File: src/rtl/cpu_ctrl_pkg.sv
// Shared types and encodings for the multicycle CPU controller.
// Control word layout and decode helpers used by the FSM and decoder.
package cpu_ctrl_pkg;

  typedef enum logic [2:0] {
    S_WAIT   = 3'd0,
    S_DECODE = 3'd1,
    S_WR_IMM = 3'd2,
    S_GET_A  = 3'd3,
    S_GET_B  = 3'd4,
    S_EXEC   = 3'd5,
    S_WR_REG = 3'd6
  } state_e;

  localparam logic [2:0] OPC_MOV = 3'b110;
  localparam logic [2:0] OPC_ALU = 3'b101;

  localparam logic [1:0] OP_ADD     = 2'b00;
  localparam logic [1:0] OP_CMP     = 2'b01;
  localparam logic [1:0] OP_AND     = 2'b10;
  localparam logic [1:0] OP_MVN     = 2'b11;
  localparam logic [1:0] OP_MOV_IMM = 2'b10;
  localparam logic [1:0] OP_MOV_REG = 2'b00;

  localparam logic [2:0] NSEL_NONE = 3'b000;
  localparam logic [2:0] NSEL_RN   = 3'b100;
  localparam logic [2:0] NSEL_RD   = 3'b010;
  localparam logic [2:0] NSEL_RM   = 3'b001;

  localparam logic [3:0] VSEL_NONE  = 4'b0000;
  localparam logic [3:0] VSEL_C     = 4'b0001;
  localparam logic [3:0] VSEL_PC    = 4'b0010;
  localparam logic [3:0] VSEL_IMM8  = 4'b0100;
  localparam logic [3:0] VSEL_MDATA = 4'b1000;

  typedef struct packed {
    logic       w;
    logic [2:0] nsel;
    logic       loada;
    logic       loadb;
    logic       loadc;
    logic       loads;
    logic       asel;
    logic       bsel;
    logic [3:0] vsel;
    logic       write;
    logic       illegal;
  } ctrl_t;

  // S_WAIT here means the fields name no supported instruction.
  function automatic state_e decode_next(
    input logic [2:0] opc,
    input logic [1:0] op
  );
    state_e nxt;
    nxt = S_WAIT;
    if (opc == OPC_MOV && op == OP_MOV_IMM)
      nxt = S_WR_IMM;
    else if (opc == OPC_MOV && op == OP_MOV_REG)
      nxt = S_GET_B;
    else if (opc == OPC_ALU && op == OP_MVN)
      nxt = S_GET_B;
    else if (opc == OPC_ALU)
      nxt = S_GET_A;
    return nxt;
  endfunction

  function automatic logic is_unary(
    input logic [2:0] opc,
    input logic [1:0] op
  );
    return (opc == OPC_MOV && op == OP_MOV_REG) ||
           (opc == OPC_ALU && op == OP_MVN);
  endfunction

  function automatic logic is_cmp(
    input logic [2:0] opc,
    input logic [1:0] op
  );
    return opc == OPC_ALU && op == OP_CMP;
  endfunction

endpackage

File: src/rtl/cpu_ctrl_if.sv
// Controller <-> decoder/datapath bundle.
// master = controller, slave = decoder and datapath side.
interface cpu_ctrl_if;
  logic       s;
  logic [2:0] opcode;
  logic [1:0] op;
  logic       w;
  logic [2:0] nsel;
  logic       loada;
  logic       loadb;
  logic       loadc;
  logic       loads;
  logic       asel;
  logic       bsel;
  logic [3:0] vsel;
  logic       write;
  logic       illegal;

  modport master (
    input  s, opcode, op,
    output w, nsel, loada, loadb, loadc,
    output loads, asel, bsel, vsel,
    output write, illegal
  );

  modport slave (
    output s, opcode, op,
    input  w, nsel, loada, loadb, loadc,
    input  loads, asel, bsel, vsel,
    input  write, illegal
  );
endinterface

File: src/rtl/cpu_ctrl_outdec.sv
// Moore control-word decoder: state plus latched fields
// map to the datapath control word.
module cpu_ctrl_outdec
  import cpu_ctrl_pkg::*;
(
  input  state_e     state,
  input  logic [2:0] ir_opcode,
  input  logic [1:0] ir_op,
  output ctrl_t      ctrl
);

  always_comb begin
    ctrl = '0;
    unique case (state)
      S_WAIT: ctrl.w = 1'b1;
      S_DECODE:
        ctrl.illegal =
          decode_next(ir_opcode, ir_op) == S_WAIT;
      S_WR_IMM: begin
        ctrl.nsel  = NSEL_RN;
        ctrl.vsel  = VSEL_IMM8;
        ctrl.write = 1'b1;
      end
      S_GET_A: begin
        ctrl.nsel  = NSEL_RN;
        ctrl.loada = 1'b1;
      end
      S_GET_B: begin
        ctrl.nsel  = NSEL_RM;
        ctrl.loadb = 1'b1;
      end
      S_EXEC: begin
        ctrl.asel = is_unary(ir_opcode, ir_op);
        if (is_cmp(ir_opcode, ir_op))
          ctrl.loads = 1'b1;
        else
          ctrl.loadc = 1'b1;
      end
      S_WR_REG: begin
        ctrl.nsel  = NSEL_RD;
        ctrl.vsel  = VSEL_C;
        ctrl.write = 1'b1;
      end
      default: ctrl = '0;
    endcase
  end

endmodule

File: src/rtl/cpu_ctrl_fsm.sv
// Multicycle controller: one instruction per start request,
// state register and field latch; outputs come from outdec.
module cpu_ctrl_fsm
  import cpu_ctrl_pkg::*;
(
  input  logic      clk,
  input  logic      reset_n,
  cpu_ctrl_if.master bus
);

  state_e     state_q, state_d;
  logic [2:0] ir_opcode_q, ir_opcode_d;
  logic [1:0] ir_op_q, ir_op_d;
  ctrl_t      ctrl;

  always_comb begin
    state_d     = state_q;
    ir_opcode_d = ir_opcode_q;
    ir_op_d     = ir_op_q;
    unique case (state_q)
      S_WAIT:
        if (bus.s) begin
          state_d     = S_DECODE;
          ir_opcode_d = bus.opcode;
          ir_op_d     = bus.op;
        end
      S_DECODE:
        state_d = decode_next(ir_opcode_q, ir_op_q);
      S_WR_IMM: state_d = S_WAIT;
      S_GET_A:  state_d = S_GET_B;
      S_GET_B:  state_d = S_EXEC;
      S_EXEC:
        state_d = is_cmp(ir_opcode_q, ir_op_q)
                ? S_WAIT : S_WR_REG;
      S_WR_REG: state_d = S_WAIT;
      default:  state_d = S_WAIT;
    endcase
  end

  always_ff @(posedge clk or negedge reset_n) begin
    if (!reset_n) begin
      state_q     <= S_WAIT;
      ir_opcode_q <= '0;
      ir_op_q     <= '0;
    end else begin
      state_q     <= state_d;
      ir_opcode_q <= ir_opcode_d;
      ir_op_q     <= ir_op_d;
    end
  end

  cpu_ctrl_outdec u_outdec (
    .state     (state_q),
    .ir_opcode (ir_opcode_q),
    .ir_op     (ir_op_q),
    .ctrl      (ctrl)
  );

  assign bus.w       = ctrl.w;
  assign bus.nsel    = ctrl.nsel;
  assign bus.loada   = ctrl.loada;
  assign bus.loadb   = ctrl.loadb;
  assign bus.loadc   = ctrl.loadc;
  assign bus.loads   = ctrl.loads;
  assign bus.asel    = ctrl.asel;
  assign bus.bsel    = ctrl.bsel;
  assign bus.vsel    = ctrl.vsel;
  assign bus.write   = ctrl.write;
  assign bus.illegal = ctrl.illegal;

endmodule

File: src/flat_wrapper.sv
// flat-port wrapper written by rule: the top's interface ports become plain ports
module cpu_ctrl_fsm_flat import cpu_ctrl_pkg::*;
  (clk, reset_n, bus_s, bus_opcode, bus_op, bus_w, bus_nsel, bus_loada, bus_loadb, bus_loadc, bus_loads, bus_asel, bus_bsel, bus_vsel, bus_write, bus_illegal);
  cpu_ctrl_if bus_i ();
  input  logic clk;
  input  logic reset_n;
  input wire logic [$bits(bus_i.s)-1:0] bus_s;
  input wire logic [$bits(bus_i.opcode)-1:0] bus_opcode;
  input wire logic [$bits(bus_i.op)-1:0] bus_op;
  output wire logic [$bits(bus_i.w)-1:0] bus_w;
  output wire logic [$bits(bus_i.nsel)-1:0] bus_nsel;
  output wire logic [$bits(bus_i.loada)-1:0] bus_loada;
  output wire logic [$bits(bus_i.loadb)-1:0] bus_loadb;
  output wire logic [$bits(bus_i.loadc)-1:0] bus_loadc;
  output wire logic [$bits(bus_i.loads)-1:0] bus_loads;
  output wire logic [$bits(bus_i.asel)-1:0] bus_asel;
  output wire logic [$bits(bus_i.bsel)-1:0] bus_bsel;
  output wire logic [$bits(bus_i.vsel)-1:0] bus_vsel;
  output wire logic [$bits(bus_i.write)-1:0] bus_write;
  output wire logic [$bits(bus_i.illegal)-1:0] bus_illegal;
  assign bus_i.s = bus_s;
  assign bus_i.opcode = bus_opcode;
  assign bus_i.op = bus_op;
  assign bus_w = bus_i.w;
  assign bus_nsel = bus_i.nsel;
  assign bus_loada = bus_i.loada;
  assign bus_loadb = bus_i.loadb;
  assign bus_loadc = bus_i.loadc;
  assign bus_loads = bus_i.loads;
  assign bus_asel = bus_i.asel;
  assign bus_bsel = bus_i.bsel;
  assign bus_vsel = bus_i.vsel;
  assign bus_write = bus_i.write;
  assign bus_illegal = bus_i.illegal;
  cpu_ctrl_fsm u_core (.clk(clk), .reset_n(reset_n), .bus(bus_i));
endmodule
File: config.mk
export PLATFORM = sky130hd
export DESIGN_NAME = cpu_ctrl_fsm_flat
export DESIGN_NICKNAME = d
export VERILOG_FILES = /design/src/rtl/cpu_ctrl_pkg.sv /design/src/rtl/cpu_ctrl_if.sv /design/src/rtl/cpu_ctrl_outdec.sv /design/src/rtl/cpu_ctrl_fsm.sv /design/src/flat_wrapper.sv
export SDC_FILE = /design/constraint.sdc
export NUM_CORES = 1
export LEC_CHECK = 0
export CAP_MARGIN = 20
export CORE_MARGIN = 1
export CORE_UTILIZATION = 35
export DETAILED_ROUTE_END_ITERATION = 7
export GPL_ROUTABILITY_DRIVEN = 0
export PLACE_DENSITY = 0.67
export SLEW_MARGIN = 40
export SYNTH_ARGS = -nofsm -noshare
export SYNTH_HDL_FRONTEND = slang
export SYNTH_HIERARCHICAL = 1
export SYNTH_SLANG_ARGS = --single-unit
File: constraint.sdc
create_clock -name clk -period 1.74 [get_ports clk]
set_clock_uncertainty 0.1 [all_clocks]
set_input_delay 0.261 -clock clk [delete_from_list [all_inputs] [get_ports clk]]
set_output_delay 0.261 -clock clk [all_outputs]
set_load 0.01 [all_outputs]
* After elaboration in Yosys (flattened, before gate mapping)
Cells that the tools add are included.
** Storage, ports and cells
- Input bits :: 8
- Output and inout bits :: 16
- Bits in registers :: 8
- Word-level logic and storage cells :: 42
** Operators by class
- Reductions and logical operators :: 10
- Equal/unequal tests :: 12
- Muxes and demuxes :: 17
** Operators with widths (count)
- $mux 3 :: 7
- $eq 3x3->1 const B :: 5
- $pmux 3 s5 :: 1
- $pmux 3 s3 :: 1
- $pmux 4 s2 :: 1
- $eq 3x2->1 const B :: 2
- $logic_not 3->1 :: 2
- $mux 1 :: 6
- $eq 2x2->1 const B :: 2
- $logic_and 1x1->1 :: 4
- $eq 3x1->1 const B :: 1
- $eq 2x1->1 const B :: 1
- $logic_not 2->1 :: 1
- $mux 2 :: 1
- $ne 2x2->1 const B :: 1
- $reduce_and 2->1 :: 1
- $reduce_or 2->1 :: 1
- $logic_or 1x1->1 :: 1

* Depth between registers and ports, before layout
- Depth in word-level cells :: 8
- Mapped depth :: 4
- Depth with buffers taken out :: 3

* By module
The synthesis kept the hierarchy.
** By module, submodules not included
- cpu_ctrl_fsm :: area each 421.7 µm², cells each 36, seq. area each 200.2 µm², instances 1
- cpu_ctrl_outdec :: area each 178.9 µm², cells each 25, seq. area each 0.0 µm², instances 1

* Worst setup path before layout
Ideal clock, no wire load.
- Kind :: reg-to-output
- Start :: reg u_core.state_q[0]
- End :: out bus_illegal
- Arrival :: 1.248 ns
- Setup slack :: 0.131 ns
- Stages on the path, launching flop included :: 3
- Cells stage by stage :: dfrtp_1 > or3b_1 > a311oi_1
** Between the ends
- Longest elaborated chain between the ends :: 2
** RTL lines
- start, declared :: line cpu_ctrl_fsm.sv:11 : state_e state_q, state_d;
- start signal, assigned :: line cpu_ctrl_fsm.sv:46 : state_q <= state_d;
- $eq 3x1->1 :: line cpu_ctrl_outdec.sv:14 : unique case (state)
- $mux 1 :: line cpu_ctrl_outdec.sv:14
- end, declared :: line flat_wrapper.sv:20 : output wire logic [$bits(bus_i.illegal)-1:0] bus_illegal;
Every way passes these cells.

* Worst setup path after layout
- Start :: reg u_core.ir_opcode_q[0]
- End :: out bus_asel
** Between the ends
- Longest elaborated chain between the ends :: 4
** RTL lines
- start, declared :: line cpu_ctrl_fsm.sv:12 : logic [2:0] ir_opcode_q, ir_opcode_d;
- start signal, assigned :: line cpu_ctrl_fsm.sv:47 : ir_opcode_q <= ir_opcode_d;
- $eq 3x3->1, on equally long branches :: line cpu_ctrl_pkg.sv:72, cpu_ctrl_pkg.sv:73
- $logic_and 1x1->1, on equally long branches :: line cpu_ctrl_pkg.sv:72, cpu_ctrl_pkg.sv:73
- $logic_or 1x1->1 (*) :: line cpu_ctrl_pkg.sv:72 : return (opc == OPC_MOV && op == OP_MOV_REG) ||
- $mux 3 (*) :: line cpu_ctrl_outdec.sv:14
- end, declared :: line flat_wrapper.sv:16 : output wire logic [$bits(bus_i.asel)-1:0] bus_asel;
Every way passes the cells marked *; elsewhere a longest branch is shown, timed or not.

==> reports/results.tsv <==
metric	value	unit
num_rows	14	
critPathArrivalTime	1.48	ns
area_delta_synth_final	58.7	%
overflow	0	
clk_pin_slew	0.05	ns
max-cap-violations	0	
hpwl	1020	um
grt.total_usage	17.0	%
slowest_stage	or4b_4	
die-width	43.4	um
fin_ws	-0.104	ns
drcViolationCount	4	
grt_pass1_vias	538	
io_buffers	20	
vias_per_cell	5.55	
wire_per_inst	12.7	um
syn_inst	61	
finalNetCount	105	
hold_path.class	input pin to async pin	
antenna_left	0	
place_ws	-0.281	ns
final_layout_size_suffix_gt1_share	36.8	%
startpoint_type	flop	
fmax	542	MHz
antenna_found_initial	0	
p_per_area	1600	mW/mm2
clock-sinks	8	
first_iter_violations	23	
cp_max_fo	2	
rsz0062_at_grt	yes	
routed_wl	1420	um
ioPinCount	24	
n_fill_cell	139	
cp-startpoint	u_core/ir_opcode_q[0]	
cpPeakStageDelay	0.53	ns
crit_required	1.38	ns
fin_crit	1.84	ns
violations	DRC, setup timing	
cts_inserted_buffers	3	
critPathCaptureType	primary output	
ys_seq_area_share	33.3	%
synth.cell_area	601	um2
dieHeight	43.4	um
core	0.00156	mm2
firstDrtPassIters	6	
slew_viol_final	0	
ir_worst_vdd	731	uV
finalCritPeriodShare	106	%
r2r_start	u_core/ir_opcode_q[1]	
synth.avg_cell_area	9.85	um2
setup.worst_path.class	flop to primary output	
setup_viol	3	
cts_tree	built	
status	complete, but fails checks	
grt_pass1_wl	2380	um
num_antenna_cells	0	
initial_core_util	38.5	%
synth_seq_cells	8	
worstPathCellList	or4b_4 > a211oi_2 > buf_2	
root_buffer	clkbuf_4	
seq_area	200	um2
vias	616	
clk_latency	0.25	ns
cts.path.max_buffers	2	
multi_input_area	407	um2
final.setup.tns	-0.187	ns
hold_violations	0	
utilization	61.2	%
grt_max_degree	19	
yosys_warnings	6	
die_area	0.00189	mm2
cts_hold_buf	0	
p_leak	0.445	nW
cts.htree.levels	1	
ys_types	33	
-- layout by cell type, fill, tap and decap left out, types with 3 or more instances in the layout --
cell,count
buf_4,10
dfrtp_1,8
clkdlybuf4s50_1,7
dlygate4sd2_1,6
buf_2,4
mux2_2,4
buf_6,4
clkbuf_4,3
clkdlybuf4s15_1,3
nand2_1,3
inv_1,3
and2_1,3
conb_1,3
-- worst max-delay path, delay by kind of cell (launching register included) --
family / cells / cell delay, ns
compound gates: 1 / 0.17
buf+inv: 1 / 0.15
flops: 1 / 0.37
simple gates: 1 / 0.53
-- final timing paths --
| check | slack (ns) | cells after the start | to |
|---|---|---|---|
| setup / recovery | -0.10 | 3 | bus_asel |
| setup reg to reg | 0.07 | 6 | u_core/state_q[1] |
| hold / removal | 0.18 | 1 | u_core/ir_op_q[1] |
| max in group asynchronous | 1.10 | 1 | u_core/ir_op_q[0] |
| min in group clk | 0.48 | 3 | u_core/ir_op_q[1] |
| hold reg to reg | 0.49 | 2 | u_core/state_q[0] |
-- report_power, final --
| part | internal (mW) | switching [mW] |
|---|---|---|
| combinational | 0.564 | 0.487 |
| sequential | 0.274 | 0.0609 |
| clock | 0.0787 | 0.0600 |
| total | 0.917 | 0.608 |
-- layer usage --
layer	vias up	part of all wire, %	global-route usage [%]
met5	-	0	0
met4	0	0.49	7.50
met3	2	3.9	2.50
met2	21	50	27.9
met1	299	46	22.4
li1	294	-	-
-- cell usage after synthesis --
cell type / number / area share, %
dfrtp_1: 8 / 33
buf_4: 4 / 5.0
mux2_2: 4 / 7.5
nor2b_1: 4 / 4.2
and2_1: 3 / 3.1
inv_1: 3 / 1.9
nand2_1: 3 / 1.9
a21oi_1: 2 / 1.7
a311oi_1: 2 / 2.9
nand3b_1: 2 / 2.5
nor2_1: 2 / 1.3
nor3b_1: 2 / 2.5
o21ai_0: 2 / 1.7
a2111o_1: 1 / 1.9
a211oi_2: 1 / 2.1
a21o_1: 1 / 1.3
a221oi_1: 1 / 1.5
and3b_1: 1 / 1.5
and4b_1: 1 / 1.7
and4bb_2: 1 / 2.1
buf_2: 1 / 0.83
conb_1: 1 / 0.62
mux2i_1: 1 / 1.7
nand2b_1: 1 / 1.0
nand4b_1: 1 / 1.5
nor3_1: 1 / 0.83
nor4_1: 1 / 1.0
nor4b_4: 1 / 4.0
nor4bb_1: 1 / 1.7
o221ai_1: 1 / 1.5
or3_1: 1 / 1.0
or3b_1: 1 / 1.5
or4b_1: 1 / 1.7
-- stage by stage --
stage	cells	total power [mW]	hold slack (ns)	instance area, um2
final	111	1.53	0.183	953
after global routing	111	1.64	0.198	953
after CTS	111	1.52	0.195	947
after detailed placement	105	1.27	0.468	876
after global placement	105	1.25	0.465	876
after floorplan	63	0.849	-0.135	608
-- logic make-up after synthesis --
kind of cell,synth area share (%)
muxes,9.17
AOI/OAI and AO/OA,14.4
DFF,33.3
and+or+nand+nor,34.8
other,0.624
buffers and inverters,7.71
-- cell type report --
cell class | instances | share of cell area, %
well taps | 16 | 2.10
multi-input cells | 47 | 42.7
clock buffers | 3 | 2.36
repair buffers | 34 | 30.7
inverters | 3 | 1.18
flip-flops and latches | 8 | 21.0
-- what timing repair did --
item	CTS	global route
setup endpoints to repair	13	7
gates resized for setup	37	4
pin swaps	3	3
endpoints found under the hold margin	0	0
setup buffers	3	0
-- state kept, by name, indices dropped and copies added (netlist names) --
name and count:
u_core/ir_opcode_q 3, u_core/ir_op_q 2, u_core/state_q 3
No activity file was read; power rests on OpenSTA's default activity.
